==> config.mk <==
export PLATFORM = sky130hd
export DESIGN_NAME = if_stage
export DESIGN_NICKNAME = d
export VERILOG_FILES = /design/src/rtl/if_stage.sv
export SDC_FILE = /design/constraint.sdc
export NUM_CORES = 1
export LEC_CHECK = 0
export CAP_MARGIN = 20
export CORE_MARGIN = 2
export CORE_UTILIZATION = 45
export DETAILED_ROUTE_END_ITERATION = 10
export GPL_TIMING_DRIVEN = 1
export PLACE_DENSITY_LB_ADDON = 0.25
export SYNTH_ARGS = -nofsm -noshare
export SYNTH_HDL_FRONTEND = slang
export SYNTH_SLANG_ARGS = --single-unit
export TNS_END_PERCENT = 30
==> constraint.sdc <==
create_clock -name clk -period 3.5 [get_ports clk]
set_input_delay 0.35 -clock clk [delete_from_list [all_inputs] [get_ports clk]]
set_output_delay 0.35 -clock clk [all_outputs]
set_load 0.02 [all_outputs]
==> src/rtl/if_stage.sv <==
// Instruction fetch stage: PC register, IF/ID pipeline register and a RUN/HALT
// sequencer that stops fetching once the PC walks past the end of the image.
module if_stage #(
    parameter logic [6:0] PC_RESET  = 7'd0,
    parameter logic [6:0] LAST_ADDR = 7'd16
) (
    input  logic        clk,
    input  logic        reset,
    input  logic        stall,
    input  logic        branch_taken,
    input  logic [6:0]  branch_target,
    input  logic        jump,
    input  logic [6:0]  jump_target,
    output logic [6:0]  readAddress,
    input  logic [31:0] instruction,
    output logic        if_id_valid,
    output logic [31:0] if_id_instruction,
    output logic [6:0]  if_id_pc_plus4,
    output logic        halted,
    output logic [15:0] fetch_count
);

    typedef enum logic {RUN, HALT} state_t;

    state_t      state_q, state_d;
    logic [6:0]  pc_q, pc_d;
    logic        valid_q, valid_d;
    logic [31:0] instr_q, instr_d;
    logic [6:0]  pcp4_q, pcp4_d;
    logic [15:0] cnt_q, cnt_d;
    logic [6:0]  pc_inc;

    // 7-bit add wraps naturally, so 124 + 4 lands on 0
    assign pc_inc = pc_q + 7'd4;

    always_comb begin
        state_d = state_q;
        pc_d    = pc_q;
        valid_d = valid_q;
        instr_d = instr_q;
        pcp4_d  = pcp4_q;
        cnt_d   = cnt_q;
        if (branch_taken || jump) begin
            // branch wins over jump; targets are forced onto a word boundary
            pc_d    = (branch_taken ? branch_target : jump_target) & 7'b1111100;
            valid_d = 1'b0;
            instr_d = 32'd0;
            state_d = RUN;
        end else if (stall) begin
            // hold everything
        end else if (state_q == RUN) begin
            if (pc_q <= LAST_ADDR) begin
                instr_d = instruction;
                pcp4_d  = pc_inc;
                valid_d = 1'b1;
                pc_d    = pc_inc;
                cnt_d   = (cnt_q != 16'hFFFF) ? cnt_q + 16'd1 : cnt_q;
            end else begin
                state_d = HALT;
                valid_d = 1'b0;
            end
        end else begin
            valid_d = 1'b0;
        end
    end

    always_ff @(posedge clk) begin
        if (reset) begin
            state_q <= RUN;
            pc_q    <= PC_RESET;
            valid_q <= 1'b0;
            instr_q <= 32'd0;
            pcp4_q  <= 7'd0;
            cnt_q   <= 16'd0;
        end else begin
            state_q <= state_d;
            pc_q    <= pc_d;
            valid_q <= valid_d;
            instr_q <= instr_d;
            pcp4_q  <= pcp4_d;
            cnt_q   <= cnt_d;
        end
    end

    assign readAddress       = pc_q;
    assign if_id_valid       = valid_q;
    assign if_id_instruction = instr_q;
    assign if_id_pc_plus4    = pcp4_q;
    assign halted            = (state_q == HALT);
    assign fetch_count       = cnt_q;

endmodule

## Word-level counts from Yosys, hierarchy flattened

Cells that the tools add are included.

- Register bits: 64
- Output and inout bits: 64

- Add/sub/neg operators: 2
- $lt $le $gt $ge: 1
- Eq/ne operators: 3
- Mux-type cells: 9
- Bitwise logic cells: 3
- Reduce and logical (&&, ||, !) cells: 7

Operators with widths:

| operator | number |
|---|---|
| $mux 7 | 5 |
| $add 16x1->16 const B | 1 |
| $ne 16x16->1 const B | 1 |
| $add 7x3->7 const B | 1 |
| $le 7x5->1 const B | 1 |
| $reduce_and 3->1 | 2 |
| $reduce_and 5->1 | 1 |
| $mux 1 | 4 |
| $ne 2x1->1 const B | 2 |
| $reduce_and 4->1 | 1 |
| $not 1->1 | 3 |
| $reduce_bool 2->1 | 1 |
| $reduce_or 2->1 | 1 |
| $logic_or 1x1->1 | 1 |

## Logic depth before layout (Yosys ltp)

Gate-level depths: netlist of run 1.

- Word-level depth: 5
- Mapped depth: 8
- Mapped depth without buffers: 6

## Worst setup path before layout of run 1

Ideal clock, no wire load.

- Kind: register to register
- Start: register cnt_q[0], in the netlist fetch_count[0]
- End: register cnt_q[11], in the netlist fetch_count[11]
- Setup time: 0.123 ns
- Arrival: 1.779 ns
- Data required time: 3.377 ns
- Path slack: 1.598 ns
- Cell stages (with the launch flop): 7
- Path buffers: 1
- Clock period less this slack: 1.902 ns
- Path through: dfxtp_1 -> ha_1 -> nand4_1 -> nor4b_2 -> buf_4 -> nor4_1 -> mux2_1

- Word-level cells in the longest chain between the ends: 2
- Elaborated cells between the ends (all ways): 3

Ends and longest elaborated chain:

| element | line | text |
|---|---|---|
| start, declared | 30 | `logic [15:0] cnt_q, cnt_d;` |
| start signal, assigned | 81 | `cnt_q <= cnt_d;` |
| branches (longest 2 deep; another with $add 16x1->16) | -- |  |

Parallel ways; which one is timed is not known.
A chain may end at the register's enable or synchronous reset.

## Worst setup path after layout of run 1

- Start: register cnt_q[0], in the netlist fetch_count[0]
- End: register cnt_q[8], in the netlist fetch_count[8]

Same word-level chain as after synthesis.

==> out/metrics.yaml, run 1 <==
clock_latency_ns: 0.33
tightest_slew_ns: 0.6969
cts.hold.buffers_added: 0
post_cts_resized: 0
r2r-start: "fetch_count[0]"
yosysUniqueCellTypes: 40
initial_core_util: 0.4697
cp-start-kind: "flip-flop"
antenna_found_initial: 0
num_antenna_cells: 0
r2r_setup_slack_ns: 1.21
skew_ns: 0.008842
syn_area_sq_um: 2602
ys_async_sr_fraction: 0
die_w_um: 80.05
rows: 27
vdd_ir_drop_max_uv: 376.1
die_h_um: 80.05
synth_seq_cells: 60
r2r-end: "fetch_count[8]"
layout-drive-gt1-share: 0.05882
min_from: "if_id_pc_plus4[3]"
synth_common_cells: "73 x nand2_1, 60 x dfxtp_1, 49 x a21oi_1, 17 x nor2_1, 16 x clkbuf_1"
core_area_sq_um: 5540
synth-edff-count: 0
nets: 474
first_pass_iters: 6
final.fill_count: 463
synth_most_common_cell: "nand2_1"
hold_path_depth: 2
grt_use_total: 0.2227
synth_ff_type: "dfxtp_1"
drt_iter0_drc: 168
fmax_ghz: 0.4375
critPathArrivalTime_ns: 2.50
wl_mm: 6.898
worstHoldEndpoint: "if_id_pc_plus4[3]"
cts_tree: "built"
drc: 0
setup_tns_ns: 0
yosys.area.top_type: "dfxtp_1"
worst_setup_path_end_kind: "flip-flop"
wl_per_cell_um: 13.88
grt_setup_unrepaired: "false"
required_ns: 3.71
clk_path_buf_depth: 2
grt-ovfl-total: 0
post-cts-setup-buffers: 0
setup_violations: 0
numPortBuffers: 106
fin_crit_sh: 0.6530
hold_violations: 0
cts.sinks: 60
min_period_ns: 2.286
grt_pass1_wl_mm: 11.16
synthToLayoutAreaGrowth_pct: 50.72
hp-class: "flip-flop to flip-flop"
ios: 115
vias: 2642
cts_root_buf: "clkbuf_8"
synth-seq-area-share: 0.4615
syn_inst: 318
power_density_nw_per_um2: 412.3
cts_max_level: 3
grt_start_max_net_pins: 35
critical_path_class: "flip-flop to flip-flop"
post-route-util: 0.7080
max_slew_margin: 0.5339
cts_buffers: 9
synthTopCellsByArea: "dfxtp_1 46%, nand2_1 11%, a21oi_1 9.4%"
ant_nets: 0
clkSlewWorstSetupHoldPaths_ns: 0.06
power_leakage_nw: 1.342
outcome: "finished clean"
synth_area_per_cell_sq_um: 8.184
place_congestion: 0.8045
critPathMaxFanout: 17
die_area_sq_um: 6408
vias_per_cell: 5.316
synth_top_area_frac: 0.4615
slew_violations: 0
dp_hpwl_mm: 4.773
yosysWarnings: 0
r2r_cells: 6
grt_pass1_vias: 2495
cap_violations: 0
holdWs_ns: 0.4515
==> cells by family (layout without fill, tap and decap cells) <==
kind of cell | after synthesis | after routing | synth area share
AND/OR/NAND/NOR | 144 | 144 | 0.2731
AO/OA/AOI/OAI | 72 | 72 | 0.1606
flip-flops | 60 | 60 | 0.4615
buffers and inverters | 28 | 132 | 0.05000
multiplexers | 7 | 7 | 0.02885
adder cells (fa/ha/maj) | 3 | 3 | 0.01442
XOR/XNOR | 3 | 3 | 0.01010
other | 1 | 4 | 0.001441
==> state kept, by name (all words and copies together), names as in the netlist <==
name               count
if_id_instruction     32
fetch_count           16
if_id_pc_plus4         5
readAddress            5
halted                 1
if_id_valid            1
==> critical path: stages (launching register included) <==
cell and delay [ns]:
dfxtp_1 0.46, ha_1 0.31, nand4_1 0.21, nor4b_2 0.51, buf_4 0.29, nor3_1 0.08
mux2_1 0.32
==> through the flow <==
stage | setup WS (ns) | area, sq um | total power [mW] | cells
floorplan | 1.598 | 2614 | 0.8289 | 321
global placement | 1.165 | 3695 | 0.9263 | 481
detailed placement | 1.092 | 3695 | 0.9305 | 481
CTS | 1.219 | 3923 | 1.629 | 497
global route | 1.085 | 3923 | 1.676 | 497
finish | 1.214 | 3923 | 1.617 | 497
==> per-layer routing <==
metal | wire length, um | vias to the layer above | track usage
met4 | 115 | 0 | 0.1000
li1 | - | 1314 | -
met1 | 2785 | 1246 | 0.2569
met2 | 3523 | 72 | 0.3717
met3 | 473 | 10 | 0.07640
met5 | 0 | - | 0
==> cell usage in the layout, fill, tap and decap left out, types with 4 or more instances in the layout <==
cell             instances
a21oi_1                 49
and4_1                   4
buf_4                    6
clkbuf_8                11
clkdlybuf4s50_1        106
conb_1                   4
dfxtp_1                 60
inv_1                    4
nand2_1                 73
nand3_1                  8
nand4_1                  5
nor2_1                  17
nor2b_1                  8
nor3_1                   4
o21ai_0                  4
o31ai_1                 10
or4_1                   11
==> how the worst max path moves through the flow <==
stage / start / endpoint / slack, ns / cells after the start
after floorplan: fetch_count[0] / fetch_count[11] / 1.60 / 6
after global placement: branch_taken / fetch_count[11] / 1.17 / 6
after detailed placement: stall / readAddress[2] / 1.09 / 5
after CTS: fetch_count[0] / fetch_count[8] / 1.22 / 6
after global routing: fetch_count[1] / fetch_count[8] / 1.08 / 6
final: fetch_count[0] / fetch_count[8] / 1.21 / 6
==> layout make-up <==
type                       instances  area, sq um  area share
multi-input combinational        233         1282      0.3270
sequential                        60         1201      0.3062
timing repair buffer             112         1106      0.2820
clock buffer                      13        158.9     0.04051
tap                               72        90.09     0.02297
clock inverter                     3        68.82     0.01754
inverter                           4        15.01    0.003828
==> power breakdown <==
part,switching (mW),internal (mW)
combinational,0.105,0.101
clock,0.260,0.442
sequential,0.0129,0.697
Power figures use the tool's default switching activity.
==> inputs of run 2 (changes only) <==
--- a/config.mk
+++ b/config.mk
@@ -7,7 +7,7 @@
 export LEC_CHECK = 0
 export CAP_MARGIN = 20
 export CORE_MARGIN = 2
-export CORE_UTILIZATION = 45
+export CORE_UTILIZATION = 38
 export DETAILED_ROUTE_END_ITERATION = 10
 export GPL_TIMING_DRIVEN = 1
 export PLACE_DENSITY_LB_ADDON = 0.25
==> constraint.sdc (replaced) <==
create_clock -name clk -period 1.8 [get_ports clk]
set_input_delay 0.18 -clock clk [delete_from_list [all_inputs] [get_ports clk]]
set_output_delay 0.18 -clock clk [all_outputs]
set_load 0.02 [all_outputs]
==> run 2 against run 1 <==
  * The flow now finishes with violations (negative setup slack)
  * Die area is 17% higher
  * Critical path depth is 1 higher
  * Sequential share of layout area fell by 2.2 points
  * Register-to-register slack worse by 1.3 ns
==> out/metrics.yaml, run 2 (same netlist as run 1, synthesis figures left out) <==
grt_pass1_vias: 2569
clkSlewWorstSetupHoldPaths_ns: 0.07
antenna_found_initial: 0
fmax_ghz: 0.5426
die_w_um: 86.76
numPortBuffers: 106
num_antenna_cells: 0
fin_ws_ns: -0.04305
vias: 2751
final.fill_count: 572
cts.sinks: 60
nets: 500
outcome: "complete, but fails checks"
drt_iter0_drc: 84
synthToLayoutAreaGrowth_pct: 62.98
regArea_sq_um: 1206
worst_setup_path_end_kind: "flip-flop"
drc: 0
dp_hpwl_mm: 4.933
grt_start_max_net_pins: 35
rows: 30
cts_buffers: 9
path_buf_inv: 2
cts_root_buf: "clkbuf_8"
critical_path_class: "flip-flop to flip-flop"
holdWs_ns: 0.3944
power_leakage_nw: 1.486
vias_per_cell: 5.181
violations: "negative setup slack"
die_area_sq_um: 7526
grt_pass1_wl_mm: 11.21
critPathMaxFanout: 7
skew_ns: 0.004979
stdcell_count: 531
multi_input_area_sq_um: 1386
first_pass_iters: 4
die_h_um: 86.76
ant_nets: 0
mostFrequentLayoutCell: "clkdlybuf4s50_1"
r2r_setup_slack_ns: -0.04
slowest_stage: "dfxtp_2"
layout-drive-gt1-share: 0.1707
hp-class: "input port to flip-flop"
min_period_ns: 1.843
place_congestion: 0.8011
largest_register_ffs: 32
vdd_ir_drop_max_uv: 476.7
ios: 115
core_area_sq_um: 6719
clock_latency_ns: 0.33
grt_use_total: 0.1873
slew_violations: 0
cts_max_level: 3
critPathArrivalTime_ns: 2.06
slowest_delay_ns: 0.32
cts_tree: "built"
required_ns: 2.02
layout.cells.most_common_list: "106 x clkdlybuf4s50_1, 73 x nand2_1, 56 x dfxtp_1, 45 x a21oi_1, 27 x buf_4"
power_density_nw_per_um2: 701.4
wl_mm: 7.320
clk_path_buf_depth: 2
cap_violations: 0
setup_violations: 5
wl_per_cell_um: 13.79
initial_core_util: 0.3873
fin_crit_sh: 1.024
grt-ovfl-total: 0
cp-start-kind: "flip-flop"
crit_chain: "inv_2, ha_4, nand2b_4, nand4_1, buf_6, nor4_4, mux2_4"
grt_setup_unrepaired: "true"
critical-path-top-delay-family: "simple AND/OR/NAND/NOR gates"
place_inst: 510
hold_violations: 0
-- run 2: worst reg2reg max path: cells and delay by family, from the launching register on --
kind | cells | cell delay, ns
AND/OR/NAND/NOR | 3 | 0.65
multiplexers | 1 | 0.32
adder cells (fa/ha/maj) | 1 | 0.14
buffers and inverters | 2 | 0.30
flip-flops | 1 | 0.32
-- run 2: final timing paths --
path	start	end	cells after the start
worst max-delay path	readAddress[3]	fetch_count[13]	7
worst min-delay path	instruction[20]	if_id_instruction[20]	3
worst max register to register	readAddress[3]	fetch_count[13]	7
worst min register to register	if_id_instruction[30]	if_id_instruction[30]	2
-- run 2: cell type report --
class	instances	area share
clock buffers	12	0.03894
repair buffers	138	0.3174
inverters	4	0.003540
clock inverters	4	0.005310
well taps	80	0.02360
flip-flops and latches	60	0.2844
multi-input cells	233	0.3268
-- run 2: power by group --
part | internal, mW | switching, mW | leakage, nW | total, mW
sequential | 1.36 | 0.0189 | 0.487 | 1.37
combinational | 0.251 | 0.232 | 0.900 | 0.483
clock | 0.605 | 0.513 | 0.0982 | 1.12
total | 2.21 | 0.764 | 1.49 | 2.98
-- run 2: what timing repair did --
action | CTS | global route
cloned | 0 | 2
pin swaps | 0 | 15
gates resized for setup | 1 | 28
buffers inserted | 0 | 3
setup endpoints to repair | 1 | 14
hold buffers | 0 | 0
-- run 2: through the flow --
stage / power (mW) / worst slack [ns] / util / TNS, ns / instance area, sq um
detailed placement: 1.860 / -0.2251 / 0.5810 / -1.941 / 3904
global placement: 1.853 / -0.1320 / 0.5810 / -1.211 / 3904
finish: 2.975 / -0.04305 / 0.6313 / -0.09560 / 4242
CTS: 2.983 / 0.0002625 / 0.6099 / 0 / 4098
global route: 3.107 / -0.1139 / 0.6313 / -1.106 / 4242
floorplan: 1.613 / 0.01204 / - / 0 / 2618
-- run 2: layer usage --
| metal | global-route usage | vias up | routed length [um] |
|---|---|---|---|
| met5 | 0 | - | 0 |
| met4 | 0.07386 | 0 | 67 |
| met3 | 0.07619 | 6 | 534 |
| met2 | 0.3035 | 88 | 3510 |
| met1 | 0.2211 | 1296 | 3208 |
| li1 | - | 1361 | - |
